`config.mk`:
```
export PLATFORM = sky130hd
export DESIGN_NAME = uart_rx_byte
export DESIGN_NICKNAME = d
export VERILOG_FILES = /design/src/rtl/uart_rx_byte.sv
export SDC_FILE = /design/constraint.sdc
export NUM_CORES = 1
export LEC_CHECK = 0
export ABC_CLOCK_PERIOD_IN_PS = 4240
export BUFFER_PORTS_ARGS = -buffer_cell sky130_fd_sc_hd__buf_2
export CAP_MARGIN = 30
export CORE_ASPECT_RATIO = 0.75
export CORE_MARGIN = 2
export CORE_UTILIZATION = 62
export DETAILED_ROUTE_END_ITERATION = 7
export MAX_ROUTING_LAYER = met4
export PLACE_DENSITY = 0.81
export SKIP_CTS_REPAIR_TIMING = 1
export SYNTH_ARGS = -nofsm -noshare
export SYNTH_HDL_FRONTEND = slang
export SYNTH_SLANG_ARGS = --single-unit
```
`constraint.sdc`:
```
create_clock -name clk -period 4.24 [get_ports clk]
set_clock_uncertainty 0.1 [all_clocks]
set_input_delay 0.424 -clock clk [delete_from_list [all_inputs] [get_ports clk]]
set_output_delay 0.424 -clock clk [all_outputs]
set_load 0.1 [all_outputs]
```
`src/rtl/uart_rx_byte.sv`:
```
// -----------------------------------------------------------------------------
// uart_rx_byte
//   Asynchronous serial receiver. Deserialises 8N1 frames (8E1 when the
//   optional parity build is selected) from the board RX pin and hands each
//   good byte to the control path as a one-cycle rxrdy strobe with rxdw.
//   Malformed frames raise frame_err / parity_err pulses instead, and never
//   touch rxdw, so the downstream command decoder cannot act on corruption.
//
//   Build option: define UART_RX_PARITY_EN to receive 8E1 frames (even parity
//   bit after the data bits). Left undefined, the frame is 8N1 and parity_err
//   is tied low.
//
// Parameters
//   CLKS_PER_BIT  clock cycles per bit time (>= 8)
//   HALF_BIT      cycles from detected falling edge to start-bit centre
//
// Ports
//   clk         in   system clock, rising edge
//   rst_n       in   asynchronous active-low reset
//   rx          in   serial line, idle high, asynchronous to clk
//   rxrdy       out  one-cycle pulse: rxdw holds a newly received byte
//   rxdw[7:0]   out  last correctly received byte (LSB received first)
//   frame_err   out  one-cycle pulse: stop bit sampled low
//   parity_err  out  one-cycle pulse: parity mismatch (0 in the 8N1 build)
// -----------------------------------------------------------------------------
module uart_rx_byte #(
  parameter int CLKS_PER_BIT = 434,
  parameter int HALF_BIT     = CLKS_PER_BIT / 2
) (
  input  logic       clk,
  input  logic       rst_n,
  input  logic       rx,
  output logic       rxrdy,
  output logic [7:0] rxdw,
  output logic       frame_err,
  output logic       parity_err
);

  localparam int CW = (CLKS_PER_BIT > 1) ? $clog2(CLKS_PER_BIT) : 1;

  // Terminal counts: the counter reloads to zero at each sample point, so it
  // never runs past CLKS_PER_BIT-1.
  localparam logic [CW-1:0] BIT_LAST  = CW'(CLKS_PER_BIT - 1);
  localparam logic [CW-1:0] HALF_LAST = CW'(HALF_BIT - 1);

  localparam logic [2:0] IDLE   = 3'd0;
  localparam logic [2:0] START  = 3'd1;
  localparam logic [2:0] DATA   = 3'd2;
  localparam logic [2:0] STOP   = 3'd3;
  localparam logic [2:0] BREAK  = 3'd4;
`ifdef UART_RX_PARITY_EN
  localparam logic [2:0] PARITY = 3'd5;

  // Even parity over the data byte: the transmitted bit makes the total
  // number of ones (data + parity) even.
  function automatic logic even_parity(input logic [7:0] d);
    return ^d;
  endfunction
`endif

  logic          rx_meta_r;
  logic          rx_s;
  logic [2:0]    state_r;
  logic [CW-1:0] cnt_r;
  logic [2:0]    bit_cnt_r;
  logic [7:0]    shift_r;
  logic [7:0]    rxdw_r;
  logic          rxrdy_r;
  logic          frame_err_r;
`ifdef UART_RX_PARITY_EN
  logic          par_bad_r;
  logic          parity_err_r;
`endif

  // Two-flop synchroniser; both flops reset high so reset looks like an idle line.
  always_ff @(posedge clk or negedge rst_n) begin
    if (!rst_n) begin
      rx_meta_r <= 1'b1;
      rx_s      <= 1'b1;
    end else begin
      rx_meta_r <= rx;
      rx_s      <= rx_meta_r;
    end
  end

  // Receive FSM: baud counting, bit sampling, and registered output pulses.
  always_ff @(posedge clk or negedge rst_n) begin
    if (!rst_n) begin
      state_r      <= IDLE;
      cnt_r        <= '0;
      bit_cnt_r    <= 3'd0;
      shift_r      <= 8'h00;
      rxdw_r       <= 8'h00;
      rxrdy_r      <= 1'b0;
      frame_err_r  <= 1'b0;
`ifdef UART_RX_PARITY_EN
      par_bad_r    <= 1'b0;
      parity_err_r <= 1'b0;
`endif
    end else begin
      // Pulses are single-cycle: cleared every cycle unless set below.
      rxrdy_r      <= 1'b0;
      frame_err_r  <= 1'b0;
`ifdef UART_RX_PARITY_EN
      parity_err_r <= 1'b0;
`endif
      case (state_r)
        IDLE: begin
          cnt_r     <= '0;
          bit_cnt_r <= 3'd0;
          if (!rx_s) begin
            state_r <= START;
          end
        end

        START: begin
          // Re-check the line at the middle of the start bit; a short low
          // glitch is high again by then and is silently dropped.
          if (cnt_r == HALF_LAST) begin
            cnt_r   <= '0;
            state_r <= rx_s ? IDLE : DATA;
          end else begin
            cnt_r <= cnt_r + CW'(1);
          end
        end

        DATA: begin
          if (cnt_r == BIT_LAST) begin
            cnt_r   <= '0;
            shift_r <= {rx_s, shift_r[7:1]};
            if (bit_cnt_r == 3'd7) begin
`ifdef UART_RX_PARITY_EN
              state_r <= PARITY;
`else
              state_r <= STOP;
`endif
            end else begin
              bit_cnt_r <= bit_cnt_r + 3'd1;
            end
          end else begin
            cnt_r <= cnt_r + CW'(1);
          end
        end

`ifdef UART_RX_PARITY_EN
        PARITY: begin
          if (cnt_r == BIT_LAST) begin
            cnt_r     <= '0;
            par_bad_r <= (rx_s != even_parity(shift_r));
            state_r   <= STOP;
          end else begin
            cnt_r <= cnt_r + CW'(1);
          end
        end
`endif

        STOP: begin
          // Leaving at mid-stop lets a start bit that follows immediately
          // be caught without an idle gap.
          if (cnt_r == BIT_LAST) begin
            cnt_r <= '0;
            if (rx_s) begin
              state_r <= IDLE;
`ifdef UART_RX_PARITY_EN
              if (par_bad_r) begin
                parity_err_r <= 1'b1;
              end else begin
                rxdw_r  <= shift_r;
                rxrdy_r <= 1'b1;
              end
`else
              rxdw_r  <= shift_r;
              rxrdy_r <= 1'b1;
`endif
            end else begin
              frame_err_r <= 1'b1;
`ifdef UART_RX_PARITY_EN
              parity_err_r <= par_bad_r;
`endif
              state_r <= BREAK;
            end
          end else begin
            cnt_r <= cnt_r + CW'(1);
          end
        end

        BREAK: begin
          // A line held low after a bad stop bit must not look like a new start.
          cnt_r <= '0;
          if (rx_s) begin
            state_r <= IDLE;
          end
        end

        default: begin
          cnt_r   <= '0;
          state_r <= IDLE;
        end
      endcase
    end
  end

  assign rxrdy     = rxrdy_r;
  assign rxdw      = rxdw_r;
  assign frame_err = frame_err_r;
`ifdef UART_RX_PARITY_EN
  assign parity_err = parity_err_r;
`else
  assign parity_err = 1'b0;
`endif

endmodule

```
==> summary.md, run 1 <==
| Metric | Value |
|---|---|
| Final setup violation count | `0` |
| Cell taking the most area after synthesis | `dfrtp_1` |
| Number of levels in the clock H-tree | `2` |
| Worst-path fanout max | `9` |
| Clock buffers created by TritonCTS | `5` |
| Number of ports placed on the die boundary | `14` |
| Count of placed standard cells in the final layout, fillers left out | `about 170` |
| Required time of the critical path | `4360 ps` |
| Number of nets in the finished design | `143` |
| Syn-to-layout area delta | `10.2%` |
| Arrival time of data at the critical path endpoint | `2060 ps` |
| Critical path startpoint | `cnt_r[1]` |
| Critical path destination | `rxdw[1]` |
| Cell area after synthesis | `1630 sq um` |
| Flip-flop and latch count after synthesis | `35` |
| Core area | `2540 sq um` |
| Nature of the critical path startpoint | `register` |
| Vias per std cell | `5.43` |
| Post-detailed-route count of antenna-violating nets | `0` |
| Worst R2R Setup Slack | `2300 ps` |
| Layout cells sized above 1 | `~35%` |
| Startpoint of the most critical register-to-register path | `cnt_r[1]` |
| Maximum count of clock buffers along a single path | `2` |
| Number of unique standard cell types used by synthesis | `36` |
| Final instance area | `1790 sq um` |
| Gate power share | `under 10%` |
| Tightest Hold Check Type | `input pin to async pin` |
| Clock network latency to the later pin of the worst-skew pair | `340 ps` |
| Final estimated routing congestion in global placement | `0.821` |
| Most common cell in the netlist | `dfrtp_1` |
| Mapped Nets | `129` |
| Final worst-path cycle share | `45.7%` |
| Share of flip-flops with an asynchronous set or reset | `100%` |
| Largest net degree at the start of global routing | `36` |
| VDD IR-drop max | `0.242 mV` |
| Port Buf Inserts | `12` |
| Outcome | `complete, no violations` |
| Reg2reg path depth | `6` |
| Final core occ | `70.5%` |
| Die footprint | `3050 sq um` |
| Top cells by area, synth | `dfrtp_1 51%, mux2_4 7.4%, mux2_2 6.2%, ha_1 3.8%, dfstp_2 3.2%` |
| Per-cell routed wire length | `15.0 um` |
| Wire length of the first global-routing pass | `about 4.7 mm` |
| Layout fillers | `185` |
| Clock tree from TritonCTS | `built` |
| Cell area power density | `approximately 360 nW/um^2` |
| Violation count after the first detailed-routing iteration | `23` |
| Max Freq | `516 MHz` |
| Setup repair after global routing missed its margin | `false` |
| Portion of total power attributed to sequential cells | `52.6%` |
| Initial antenna violation count | `0` |
| Starting Density | `64.0%` |
| Number of hold violations in the final report | `0` |
| P_int | `0.520 mW` |
| Max-capacitance violation count | `0` |
| Worst Hold Margin | `46.1 ps` |
| Warnings from Yosys | `0` |
| Clock transition at the registers of the reported paths | `110 ps` |
| Type of the worst setup path | `register to register` |
| Post-synth EDFFs | `0` |
| Number of rows created at floorplan | `16` |
| Synthesized netlist cell count | `121` |
| Final number of max-transition violations | `0` |
| Switching power share of the total | `18.6%` |
| Number of DRC violations after detailed routing | `0` |
| Net switching power of the design | `0.119 mW` |
| Overflow left after global routing | `0` |
| Tightest slew margin relative to the limit | `between 40% and 50%` |
| Final HPWL DP | `1.84 mm` |
| Share of the yosys chip area belonging to registers | `between 50% and 60%` |
| Post-DP Area | `1690 sq um` |
| Mean Syn Cell Area | `between 10 and 15 sq um` |
| Share of total power in the clock network | `45.7%` |
| First-pass DRT Iterations | `4` |
| Commonest cells post-synth | `33 x dfrtp_1, 12 x nor2_1, 9 x mux2_2` |
| Leakage power | `0.896 nW` |
| Root buffer cell | `clkbuf_4` |
| Delay of the slowest critical-path stage | `440 ps` |
| Total number of clock tree sinks | `35` |
| Number of global-route vias before repair | `928` |
| Worst Max-Slew Pin Slew | `758 ps` |
| GR Util All Layers | `21.3%` |
| Main flop type after synthesis | `dfrtp_1` |
| Max stage delay cell, worst path | `dfrtp_1` |
| Crit. End Element | `register` |
| DP Cell Count | `~160` |
| Final wirelength | `2.59 mm` |
| Final total negative setup slack | `0 ps` |
| Vias | `934` |
| Final critical delay including setup and external delays | `approximately 1900 ps` |
| Critical path cell sequence | `inv_1 -> ha_1 -> nand4bb_4 -> nor2_8 -> and4_4 -> mux2_4` |
| Antenna diode count | `0` |
| Share of the synthesized area in the top cell type | `between 50% and 60%` |
| Height of the die | `about 48 um` |
| Worst R2R End | `rxdw[1]` |
| Die X-Extent | `63.1 um` |
-- power by group through the flow --
stage / clock network (mW) / registers (mW) / logic, mW
CTS: 0.297 / 0.336 / 0.0114
finish: 0.292 / 0.336 / 0.0110
detailed placement: 0 / 0.343 / 0.0114
global placement: 0 / 0.343 / 0.0111
global route: 0.312 / 0.337 / 0.0127
floorplan: 0 / 0.343 / 0.00483
-- critical path: cells and delay by family, from the launching register on --
| kind | cells | cell delay (ps) |
|---|---|---|
| flip-flops | 1 | 440 |
| multiplexers | 1 | 320 |
| adder cells (fa/ha/maj) | 1 | 190 |
| buffers and inverters | 1 | 100 |
| AND/OR/NAND/NOR | 3 | 670 |
-- final cells by class --
class	count	area [sq um]	area share (%)
inverter	2	7.51	0.419
multi-input combinational	79	699	39.0
tap	36	45.0	2.51
timing repair buffer	12	60.1	3.35
clock buffer	6	41.3	2.30
sequential	35	878	49.0
clock inverter	2	60.1	3.35
-- sequential cells by signal, summed over array words and instances (netlist names) --
signal,flops
frame_err,1
rx_meta_r,1
rxdw,8
rxrdy,1
shift_r,8
cnt_r,9
rx_s,1
bit_cnt_r,3
state_r,3
-- worst min-delay path by stage --
stage / from / to / cells after the start
floorplan: rst_n / bit_cnt_r[0] / 0
global placement: rx_meta_r / rx_s / 0
detailed placement: rx_meta_r / rx_s / 0
CTS: rst_n / cnt_r[1] / 1
global route: rx / rx_meta_r / 1
finish: rst_n / rxdw[2] / 1
-- kinds of logic (layout without fill, tap and decap cells) --
family | after synthesis | count (layout) | synth area share (%)
compound gates | 10 | 10 | 4.46
xor+xnor | 8 | 8 | 4.31
fa+ha+maj | 5 | 5 | 3.85
buf+inv | 7 | 22 | 3.00
flops | 35 | 35 | 54.0
mux | 17 | 17 | 13.6
other cells | 1 | 1 | 0.231
simple gates | 38 | 38 | 16.5
-- stage by stage --
| stage | power [mW] | setup slack, ps |
|---|---|---|
| after floorplan | 0.347 | 2420 |
| after global placement | 0.354 | 2370 |
| after detailed placement | 0.354 | 2330 |
| after CTS | 0.645 | 2300 |
| after global routing | 0.662 | 2220 |
| final | 0.639 | 2300 |
-- metal layers --
layer	global-route usage, %	up-vias	routed length, um
li1	-	455	-
met1	28.6	462	1290
met2	29.4	13	1170
met3	6.28	4	96
met4	11.1	0	36
met5	-	-	0
-- layout by cell type (no fill, tap or decap) --
master     count
conb_1         1
dfrtp_1       33
nand2_2        1
xor2_1         6
a211oi_1       2
nand4b_4       1
and4_4         1
and3_2         2
nor2_1        12
bufinv_16      2
o32a_2         1
nand3_1        4
nor2b_1        1
ha_1           5
xnor2_1        2
o21ai_0        2
mux2_2         9
nor2_8         1
nand4b_1       1
nand4_1        2
clkbuf_1       1
nand2_1        3
a21oi_1        2
inv_1          2
a22o_1         3
nand4bb_4      1
dfstp_2        2
and2b_1        1
buf_2         12
mux2_4         8
and4_2         1
nand4bb_1      1
clkbuf_4       5
nand2b_1       3
and3b_1        1
nor3_1         1
Note: power is estimated with default switching activity, not from simulation.
==> run 2, diff against run 1 <==
--- a/config.mk
+++ b/config.mk
@@ -5,15 +5,15 @@
 export SDC_FILE = /design/constraint.sdc
 export NUM_CORES = 1
 export LEC_CHECK = 0
-export ABC_CLOCK_PERIOD_IN_PS = 4240
+export ABC_CLOCK_PERIOD_IN_PS = 2000
 export BUFFER_PORTS_ARGS = -buffer_cell sky130_fd_sc_hd__buf_2
 export CAP_MARGIN = 30
 export CORE_ASPECT_RATIO = 0.75
 export CORE_MARGIN = 2
-export CORE_UTILIZATION = 62
+export CORE_UTILIZATION = 58
 export DETAILED_ROUTE_END_ITERATION = 7
 export MAX_ROUTING_LAYER = met4
-export PLACE_DENSITY = 0.81
+export PLACE_DENSITY = 0.77
 export SKIP_CTS_REPAIR_TIMING = 1
 export SYNTH_ARGS = -nofsm -noshare
 export SYNTH_HDL_FRONTEND = slang
==> constraint.sdc (replaced) <==
create_clock -name clk -period 2 [get_ports clk]
set_clock_uncertainty 0.1 [all_clocks]
set_input_delay 0.2 -clock clk [delete_from_list [all_inputs] [get_ports clk]]
set_output_delay 0.2 -clock clk [all_outputs]
set_load 0.1 [all_outputs]
==> run 2 against run 1 <==
  * Sequential share of layout area down 0.68 points
  * Sequential power rose by 110%
  * Final area increased by 1.4%
  * Clock-buffer cell count increased by 1
  * Total power is 95% higher
  * Critical path type unchanged
==> summary.md, run 2 (synthesis results as in run 1) <==
| Metric | Value |
|---|---|
| Final estimated routing congestion in global placement | `0.773` |
| Clock network latency to the later pin of the worst-skew pair | `280 ps` |
| GR Util All Layers | `20.4%` |
| Setup repair after global routing missed its margin | `false` |
| Outcome | `complete, no violations` |
| Violation count after the first detailed-routing iteration | `80` |
| Max reg flops | `9` |
| Most frequent cells in the layout | `33 x dfrtp_1, 12 x nor2_1, 12 x buf_2, 9 x mux2_2, 8 x mux2_4` |
| Port Buf Inserts | `12` |
| Delay-heaviest family, CP | `simple AND/OR/NAND/NOR gates` |
| Final number of max-transition violations | `0` |
| Leakage power | `0.911 nW` |
| Vias per std cell | `5.41` |
| Layout fillers | `193` |
| Per-cell routed wire length | `roughly 15 um` |
| Die footprint | `between 3000 and 4000 sq um` |
| Die X-Extent | `65.2 um` |
| Vias | `952` |
| Largest net degree at the start of global routing | `36` |
| Storage element area | `878 sq um` |
| Total number of clock tree sinks | `35` |
| Tightest slew margin relative to the limit | `49.8%` |
| Final core occ | `about 69%` |
| Max-capacitance violation count | `0` |
| Number of global-route vias before repair | `968` |
| Antenna diode count | `0` |
| Number of rows created at floorplan | `16` |
| Cell area power density | `686 nW/um^2` |
| Initial antenna violation count | `0` |
| Wire length of the first global-routing pass | `about 4.7 mm` |
| Clock transition at the registers of the reported paths | `60 ps` |
| Number of levels in the clock H-tree | `2` |
| Required time of the critical path | `2060 ps` |
| Final critical delay including setup and external delays | `roughly 1900 ps` |
| Nature of the critical path startpoint | `register` |
| Height of the die | `roughly 50 um` |
| Number of DRC violations after detailed routing | `0` |
| Critical path cell sequence | `inv_1 -> ha_1 -> nand4bb_4 -> nor2_8 -> and4_4 -> mux2_4` |
| Register with the most flip-flops | `cnt_r` |
| Final worst-path cycle share | `93.9%` |
| Root buffer cell | `clkbuf_8` |
| Post-detailed-route count of antenna-violating nets | `0` |
| Maximum count of clock buffers along a single path | `2` |
| Final total negative setup slack | `0 ps` |
| Final HPWL DP | `1.94 mm` |
| Place WS | `118 ps` |
| Multi-input gate area | `699 sq um` |
| Overflow left after global routing | `0` |
| Clock tree from TritonCTS | `built` |
| Path length in cells of the critical path | `6` |
| Max Freq | `532 MHz` |
| Max stage delay cell, worst path | `dfrtp_1` |
| Final setup violation count | `0` |
| Number of buffers and inverters on the critical path | `1` |
| Arrival time of data at the critical path endpoint | `1940 ps` |
| Layout cells sized above 1 | `35.0%` |
| Syn-to-layout area delta | `11.7%` |
| Power, Total | `1.25 mW` |
| VDD IR-drop max | `~0.5 mV` |
| Worst R2R Setup Slack | `120 ps` |
| Number of nets in the finished design | `147` |
| Number of ports placed on the die boundary | `14` |
| Clock buffers created by TritonCTS | `5` |
| Final wirelength | `around 2.7 mm` |
| Most common library cell in the layout ignoring fill and taps | `dfrtp_1` |
| Core area | `2640 sq um` |
| Cell depth of the worst min-delay path | `0` |
| Type of the worst setup path | `register to register` |
| Worst-path fanout max | `9` |
| Crit. End Element | `register` |
| Delay of the slowest critical-path stage | `~370 ps` |
| Least setup slack across all paths after layout | `121 ps` |
| Starting Density | `61.6%` |
| Tightest Hold Check Type | `register to register` |
| First-pass DRT Iterations | `5` |
| Number of hold violations in the final report | `0` |
| Reg2reg path depth | `6` |
| Worst Max-Slew Pin Slew | `753 ps` |
[run 2: cell count changes in the layout (fill, tap and decap cells not counted), sizes merged]
cell         delta
clkbuf          +1
dlygate4sd3     +2
clkinv          +1
bufinv          -2
buf             +2
[run 2: path summary, 6_finish.rpt]
| path | start | end |
|---|---|---|
| hold reg to reg | rx_meta_r | rx_s |
| hold / removal | rx_meta_r | rx_s |
| max in group asynchronous | rst_n | cnt_r[8] |
| min in group asynchronous | rst_n | rxdw[0] |
| setup reg to reg | cnt_r[1] | rxdw[6] |
| setup / recovery | cnt_r[1] | rxdw[6] |
[run 2: area by class of cell]
type,instances,area share [%]
clock buffers,7,4.75
clock inverters,1,0.275
inverters,2,0.413
multi-input cells,79,38.5
flip-flops and latches,35,48.3
well taps,36,2.48
repair buffers,16,5.23
[run 2: per-layer routing]
metal	GRT usage (%)	share of wire, %	vias up	wire [um]
li1	-	-	456	-
met1	27.2	49	475	1330
met2	29.7	46	16	1260
met3	5.71	3.1	5	84
met4	8.68	1.5	0	40
met5	-	0	-	0
[run 2: per-stage QoR]
step,area (sq um),instances,hold slack [ps]
floorplan,1630,121,-196
global placement,1710,166,199
detailed placement,1710,166,207
CTS,1800,174,-100
global route,1820,176,271
finish,1820,176,265
[run 2: report_power, final]
group,internal [mW],switching (mW),total [mW],leakage [nW]
sequential,0.712,0.00218,0.714,0.467
combinational,0.00427,0.0219,0.0261,0.395
clock,0.277,0.229,0.507,0.0482
total,0.993,0.253,1.25,0.911
